--- src/rtl/tod_pkg.sv ---
// Shared widths, constants and state/correction encodings for the PPS-to-ToD steering logic.
package tod_pkg;

  localparam int TOD_SUB_W  = 20;
  localparam int TOD_NS_W   = 32;
  localparam int TOD_SEC_W  = 48;
  localparam int NS_PER_SEC = 1000000000;
  localparam int ERR_W      = TOD_SUB_W + TOD_NS_W + 2;

  typedef enum logic [1:0] {
    ST_IDLE,
    ST_CALC,
    ST_APPLY
  } tod_state_e;

  typedef enum logic [1:0] {
    CORR_NONE,
    CORR_OFFSET,
    CORR_INIT
  } tod_corr_e;

  // Signed error spans +/-2 s of fixed-point time plus a sign bit.
  function automatic int err_width(input int sub_w, input int ns_w);
    return sub_w + ns_w + 2;
  endfunction

endpackage

--- src/rtl/tod_pps_edge.sv ---
// Two-flop synchroniser for the asynchronous PPS input followed by a rising-edge detector.
module tod_pps_edge
  import tod_pkg::*;
(
  input  logic clk,
  input  logic rst_n,
  input  logic pps_in,
  output logic pps_det
);

  logic [2:0] sync_q;

  always_ff @(posedge clk or negedge rst_n) begin
    if (!rst_n) sync_q <= '0;
    else        sync_q <= {sync_q[1:0], pps_in};
  end

  assign pps_det = sync_q[1] & ~sync_q[2];

endmodule

--- src/rtl/tod_pps_sync.sv ---
// Measures local time against the PPS reference and steers the ToD counter by offset or reload.
module tod_pps_sync
  import tod_pkg::*;
#(
  parameter int TIME_WIDTH_SUB_NS = TOD_SUB_W,
  parameter int TIME_WIDTH_NS     = TOD_NS_W,
  parameter int TIME_WIDTH_SEC    = TOD_SEC_W,
  parameter int LAT_NS            = 0,
  parameter int INIT_NS_COMP      = 0,
  parameter int DEADBAND_NS       = 2,
  parameter int LOCK_CNT          = 4,
  parameter int PPS_TIMEOUT       = 200000000
) (
  input  logic                         clk,
  input  logic                         rst_n,
  input  logic                         pps_in,
  input  logic                         ref_valid,
  output logic                         ref_ready,
  input  logic [TIME_WIDTH_SEC-1:0]    ref_sec,
  input  logic [TIME_WIDTH_SUB_NS-1:0] time_sub_ns,
  input  logic [TIME_WIDTH_NS-1:0]     time_ns,
  input  logic [TIME_WIDTH_SEC-1:0]    time_sec,
  output logic                         set_init_time,
  output logic [TIME_WIDTH_SUB_NS-1:0] init_time_sub_ns,
  output logic [TIME_WIDTH_NS-1:0]     init_time_ns,
  output logic [TIME_WIDTH_SEC-1:0]    init_time_sec,
  output logic                         set_offset_time,
  output logic                         plus_offset_time,
  output logic [TIME_WIDTH_SUB_NS-1:0] offset_time_sub_ns,
  output logic [TIME_WIDTH_NS-1:0]     offset_time_ns,
  output logic                         locked,
  output logic                         holdover,
  output logic                         missed_ref
);

  localparam int EW   = err_width(TIME_WIDTH_SUB_NS, TIME_WIDTH_NS);
  localparam int TO_W = $clog2(PPS_TIMEOUT + 1);
  localparam int LK_W = $clog2(LOCK_CNT + 1);
  localparam int SDW  = TIME_WIDTH_SEC + 1;

  localparam logic signed [EW-1:0]  NSPS      = EW'(NS_PER_SEC);
  localparam logic signed [EW-1:0]  ONE_SEC_E = NSPS <<< TIME_WIDTH_SUB_NS;
  localparam logic signed [EW-1:0]  DB_E      = EW'(DEADBAND_NS) <<< TIME_WIDTH_SUB_NS;
  localparam logic signed [EW-1:0]  E_MAX     = {1'b0, {(EW-1){1'b1}}};
  localparam logic signed [SDW-1:0] SD_ONE    = SDW'(1);
  localparam logic [TO_W-1:0]       TO_MAX    = TO_W'(PPS_TIMEOUT);
  localparam logic [LK_W-1:0]       LK_MAX    = LK_W'(LOCK_CNT);

  // Any second difference beyond +/-1 is pinned well past the reload threshold.
  function automatic logic signed [EW-1:0] sat_err(
    input logic signed [SDW-1:0]         sec_d,
    input logic [TIME_WIDTH_NS-1:0]      ns,
    input logic [TIME_WIDTH_SUB_NS-1:0]  sub
  );
    logic signed [EW-1:0] sd;
    logic signed [EW-1:0] v;
    sd = EW'(sec_d);
    v  = sd * NSPS + EW'(LAT_NS) - $signed(EW'(ns));
    if (sec_d > SD_ONE)       sat_err = E_MAX;
    else if (sec_d < -SD_ONE) sat_err = -E_MAX;
    else                      sat_err = (v <<< TIME_WIDTH_SUB_NS) - $signed(EW'(sub));
  endfunction

  function automatic logic signed [EW-1:0] abs_err(input logic signed [EW-1:0] e);
    abs_err = (e < 0) ? -e : e;
  endfunction

  tod_state_e state, state_nxt;
  tod_corr_e  corr_p1, corr_p2;

  logic                         pps_det, cap_en, miss, glitch, vld_p1, vld_p2, to_hit;
  logic                         ref_held;
  logic [TIME_WIDTH_SEC-1:0]    ref_reg;
  logic [TIME_WIDTH_SEC-1:0]    cap_sec_p0;
  logic [TIME_WIDTH_NS-1:0]     cap_ns_p0;
  logic [TIME_WIDTH_SUB_NS-1:0] cap_sub_p0;
  logic signed [SDW-1:0]        sec_d_p1;
  logic signed [EW-1:0]         err_p1, abs_p1;
  logic [LK_W-1:0]              lock_cnt;
  logic [TO_W-1:0]              to_cnt;
  logic [15:0]                  glitch_cnt;

  tod_pps_edge u_edge (
    .clk     (clk),
    .rst_n   (rst_n),
    .pps_in  (pps_in),
    .pps_det (pps_det)
  );

  always_ff @(posedge clk or negedge rst_n) begin
    if (!rst_n) state <= ST_IDLE;
    else        state <= state_nxt;
  end

  always_comb begin
    state_nxt = state;
    case (state)
      ST_IDLE:  if (pps_det && ref_held) state_nxt = ST_CALC;
      ST_CALC:  state_nxt = ST_APPLY;
      ST_APPLY: state_nxt = ST_IDLE;
      default:  state_nxt = ST_IDLE;
    endcase
  end

  always_comb begin
    cap_en          = (state == ST_IDLE) && pps_det && ref_held;
    miss            = (state == ST_IDLE) && pps_det && !ref_held;
    glitch          = (state != ST_IDLE) && pps_det;
    vld_p1          = (state == ST_CALC);
    vld_p2          = (state == ST_APPLY);
    set_init_time   = vld_p2 && (corr_p2 == CORR_INIT);
    set_offset_time = vld_p2 && (corr_p2 == CORR_OFFSET);
  end

  assign ref_ready = ~ref_held;

  // Stage p0: capture local time and buffer the reference second.
  always_ff @(posedge clk) begin
    if (cap_en) begin
      cap_sec_p0 <= time_sec;
      cap_ns_p0  <= time_ns;
      cap_sub_p0 <= time_sub_ns;
    end
    if (ref_valid && ref_ready) ref_reg <= ref_sec;
  end

  // Stage p1: signed error and correction class.
  always_comb begin
    sec_d_p1 = $signed({1'b0, ref_reg}) - $signed({1'b0, cap_sec_p0});
    err_p1   = sat_err(sec_d_p1, cap_ns_p0, cap_sub_p0);
    abs_p1   = abs_err(err_p1);
    if (abs_p1 >= ONE_SEC_E) corr_p1 = CORR_INIT;
    else if (abs_p1 >= DB_E) corr_p1 = CORR_OFFSET;
    else                     corr_p1 = CORR_NONE;
  end

  assign to_hit = !pps_det && (to_cnt == TO_MAX - TO_W'(1));

  // Stage p2: register correction values, lock and holdover status.
  always_ff @(posedge clk or negedge rst_n) begin
    if (!rst_n) begin
      ref_held           <= 1'b0;
      corr_p2            <= CORR_NONE;
      init_time_sec      <= '0;
      init_time_ns       <= '0;
      init_time_sub_ns   <= '0;
      plus_offset_time   <= 1'b0;
      offset_time_ns     <= '0;
      offset_time_sub_ns <= '0;
      lock_cnt           <= '0;
      locked             <= 1'b0;
      to_cnt             <= '0;
      holdover           <= 1'b0;
      missed_ref         <= 1'b0;
      glitch_cnt         <= '0;
    end else begin
      if (ref_valid && ref_ready) ref_held <= 1'b1;
      else if (vld_p1)            ref_held <= 1'b0;

      if (vld_p1) begin
        corr_p2 <= corr_p1;
        if (corr_p1 == CORR_INIT) begin
          init_time_sec    <= ref_reg;
          init_time_ns     <= TIME_WIDTH_NS'(INIT_NS_COMP);
          init_time_sub_ns <= '0;
        end
        if (corr_p1 == CORR_OFFSET) begin
          plus_offset_time   <= (err_p1 > 0);
          offset_time_ns     <= TIME_WIDTH_NS'(abs_p1 >>> TIME_WIDTH_SUB_NS);
          offset_time_sub_ns <= abs_p1[TIME_WIDTH_SUB_NS-1:0];
        end
      end

      missed_ref <= miss;
      if (glitch) glitch_cnt <= glitch_cnt + 16'd1;

      if (miss || (vld_p1 && corr_p1 != CORR_NONE)) begin
        lock_cnt <= '0;
        locked   <= 1'b0;
      end else if (vld_p1) begin
        if (lock_cnt != LK_MAX) lock_cnt <= lock_cnt + LK_W'(1);
        locked <= (lock_cnt >= LK_MAX - LK_W'(1));
      end

      if (pps_det)               to_cnt <= '0;
      else if (to_cnt != TO_MAX) to_cnt <= to_cnt + TO_W'(1);

      if (pps_det)     holdover <= 1'b0;
      else if (to_hit) holdover <= 1'b1;

      // Losing PPS overrides any lock progress in the same cycle.
      if (to_hit) begin
        lock_cnt <= '0;
        locked   <= 1'b0;
      end
    end
  end

endmodule

--- config.mk ---
export PLATFORM = sky130hd
export DESIGN_NAME = tod_pps_sync
export DESIGN_NICKNAME = d
export VERILOG_FILES = /design/src/rtl/tod_pkg.sv /design/src/rtl/tod_pps_edge.sv /design/src/rtl/tod_pps_sync.sv
export SDC_FILE = /design/constraint.sdc
export NUM_CORES = 1
export LEC_CHECK = 0
export ABC_AREA = 1
export ABC_CLOCK_PERIOD_IN_PS = 12000
export CORE_ASPECT_RATIO = 0.5
export CORE_MARGIN = 3
export CORE_UTILIZATION = 59
export DETAILED_ROUTE_END_ITERATION = 7
export PLACE_DENSITY = 0.83
export SYNTH_ARGS = -nofsm -noshare
export SYNTH_HDL_FRONTEND = slang
export SYNTH_HIERARCHICAL = 1
export SYNTH_SLANG_ARGS = --single-unit
--- constraint.sdc ---
create_clock -name clk -period 12 [get_ports clk]
set_input_delay 3.6 -clock clk [delete_from_list [all_inputs] [get_ports clk]]
set_output_delay 3.6 -clock clk [all_outputs]
set_load 0.05 [all_outputs]
==> metrics.md <==
| Metric | Value |
|---|---|
| Result of the run | `complete, no violations` |
| Initial core utilization | `60.54%` |
| Final critical-path share of the clock period | `94.94%` |
| Cts-stage hold buffer count | `0` |
| Vias in the first global route | `27300` |
| Most area-hungry cell type in the Yosys netlist | `nand2_1` |
| Number of antenna violations at the first check in global routing | `6` |
| Post-CTS setup buffer count | `0` |
| Worst setup EP type | `flip-flop` |
| Fmax | `87.78 MHz` |
| Maximum clock skew at final layout | `0.03837 ns` |
| Worst setup path class | `flip-flop to flip-flop` |
| Maximum number of pins on one net before global-route repair | `88` |
| Die Footprint | `51590 um^2` |
| Cell types with the largest area share after synthesis | `nand2_1 18%, edfxtp_1 15%, dfrtp_1 12%` |
| Number of gates resized after CTS | `0` |
| Post-detailed-placement half-perimeter wirelength | `77.07 mm` |
| HP Class | `flip-flop to flip-flop` |
| Fill cell total of the finished layout | `3991` |
| Worst r2r path cells | `57` |
| Top-level port count | `311` |
| Setup crit start | `ref_reg[8]` |
| Setup repair after global routing missed its margin | `false` |
| Share of async-settable or async-resettable flops after synthesis | `49.14%` |
| Util after Layout | `69.29%` |
| TritonCTS clock tree | `built` |
| Sequential share of the synthesized area | `27.89%` |
| Total count of max-transition violations in the final report | `0` |
| Terminus of the critical flop-to-flop path | `init_time_sec[9]` |
| Max Root-Sink Buffers | `3` |
| Critical-path cell with the highest stage delay | `fa_1` |
| Wirelength per Cell | `18.55 um` |
| Post-synthesis instance area | `28760 um^2` |
| Worst slew margin | `34.48%` |
| Number of nets still failing antenna checks after routing | `0` |
| Die height | `162.1 um` |
| Source of the worst hold timing path | `u_edge/sync_q[0]` |
| Horizontal extent of the die | `318.2 um` |
| Total Routed Length | `95.33 mm` |
| Most instantiated library cell after synthesis | `nand2_1` |
| Leading post-synthesis cells by instance count | `1399 x nand2_1, 795 x inv_1, 395 x nor2_1` |
| Final setup violation count | `0` |
| Area of the core region | `47510 um^2` |
| Cell at the root of the clock tree | `clkbuf_16` |
| End point of the critical path | `init_time_sec[9]` |
| Cell type with the highest occurrence count on the critical path | `nand2_1` |
| Grt ovf | `0` |
| Worst Setup Start Kind | `flip-flop` |
| Worst-case register-to-register setup slack | `0.61 ns` |
| CTS HTree Levels | `1` |
| Hold violation total from the final report | `0` |
| Fin nets | `4938` |
| Synth top area share | `18.26%` |
| Placer's final routability congestion estimate | `0.9983` |
| First-pass GRT wire length | `147.4 mm` |
| Number of synthesized flops with an enable pin | `148` |
| Required arrival time at the worst endpoint | `12.55 ns` |
| Number of remaining DRC errors | `0` |
| Transition at the pin with the smallest max-transition slack | `0.9829 ns` |
| Syn-to-layout area delta | `14.44%` |
| Worst-Skew Late Latency | `0.61 ns` |
| Fraction of layout cells with a size suffix above 1 | `3.581%` |
| Register clock-pin slew on the reported worst setup and hold paths | `0.08 ns` |
| Reg-to-reg critical path startpoint | `ref_reg[8]` |
| CP peak stage delay | `0.54 ns` |
| #FFs+latches synth | `291` |
| Top_reg_cell synth | `edfxtp_1` |
| Global router's overall resource usage | `35.96%` |
| Mean post-synth cell area | `6.814 um^2` |
| Worst Path Max Fanout | `50` |
| Clock sink count | `291` |
| Number of cell rows | `56` |
| Min Clock Period, post-route | `11.39 ns` |
| Drt via density | `5.522` |
| Count of buffers inserted at the top-level ports | `258` |
| Synth Instances | `4221` |
| Router iterations before antenna repair | `6` |
| Number of DRC markers after the initial detailed-route iteration | `3201` |
| Fin Setup TNS | `0 ns` |
| CP arrival | `11.94 ns` |
| TritonCTS buffer count | `27` |
| Number of synthesis warnings | `6` |
| Number of distinct library cells after synthesis | `55` |
| Max-capacitance violation count | `0` |
| Vias after detailed routing | `28390` |
==> worst max-delay path, delay by kind of cell, from the launching register on <==
| family | cells | cell delay (ns) |
|---|---|---|
| xor gates and xnor gates | 2 | 0.54 |
| adders and majority gates | 9 | 4.03 |
| buffers and inverters | 10 | 0.80 |
| DFF | 1 | 0.42 |
| and+or+nand+nor | 32 | 4.72 |
| AOI/OAI and AO/OA | 4 | 0.73 |
==> cells in the final DEF (no fill, tap or decap), drive strengths merged, types with 7 or more instances in the layout <==
cell type / synthesis / final
dfrtp: 143 / 143
conb: 1 / 52
edfxtp: 148 / 148
buf: 102 / 29
ha: 205 / 205
xor2: 93 / 93
clkdlybuf4s50: 0 / 257
nor3: 56 / 56
nor4: 7 / 7
clkbuf: 11 / 37
nand2: 1409 / 1409
nand3: 274 / 274
nand3b: 21 / 21
clkinv: 3 / 11
fa: 106 / 106
a21oi: 121 / 121
inv: 810 / 812
nand4: 141 / 141
o21ai: 76 / 76
nor2: 413 / 413
xnor2: 35 / 35
==> stage by stage <==
step	worst slack [ns]	instances	hold slack [ns]	cell area (um^2)
2_1_floorplan	2.255	4272	0.3312	28950
3_3_place_gp	0.5894	5083	0.3328	31810
3_5_place_dp	0.3847	5083	0.3394	31810
4_1_cts	0.2756	5133	0.3554	32700
5_1_grt	0.002728	5140	0.3648	32920
6_report	0.6075	5140	0.3544	32920
==> cell type report <==
class                      count  area, um^2  share of cell area, %
sequential                   291        8023                  24.37
clock buffer                  36       749.5                  2.277
timing repair buffer         287        2874                  8.732
multi-input combinational   3055       17240                  52.39
inverter                     813        3072                  9.332
clock inverter                14       140.1                 0.4257
tap                          638       798.3                  2.425
antenna                        6       15.01                0.04562
==> how the worst min path moves through the flow <==
stage | depth (start not counted) | slack [ns] | end
3_5_place_dp | 0 | 0.34 | u_edge/sync_q[1]
3_3_place_gp | 0 | 0.33 | u_edge/sync_q[1]
5_1_grt | 0 | 0.36 | u_edge/sync_q[1]
2_1_floorplan | 0 | 0.33 | u_edge/sync_q[1]
4_1_cts | 0 | 0.36 | u_edge/sync_q[1]
6_report | 0 | 0.35 | u_edge/sync_q[1]
==> metal layers <==
| layer | global-route usage (%) | up-vias | routed length, um |
|---|---|---|---|
| li1 | - | 13580 | - |
| met1 | 49.03 | 13210 | 40410 |
| met2 | 58.60 | 1355 | 43130 |
| met3 | 5.342 | 238 | 7978 |
| met4 | 13.36 | 0 | 3808 |
| met5 | 0 | - | 0 |
==> cells by family (layout without fill, tap and decap cells) <==
logic type	Yosys count	count (layout)	share of synthesized area, %
xor gates and xnor gates	129	129	4.002
buffers and inverters	926	1150	13.30
adders and majority gates	311	311	16.30
and+or+nand+nor	2337	2337	34.27
muxes	2	2	0.07830
AOI/OAI and AO/OA	224	224	4.146
other	1	58	0.01304
DFF	291	291	27.89
Power is not shown: default switching activity piles up to over one toggle a cycle in this logic, so the estimate is an artifact.
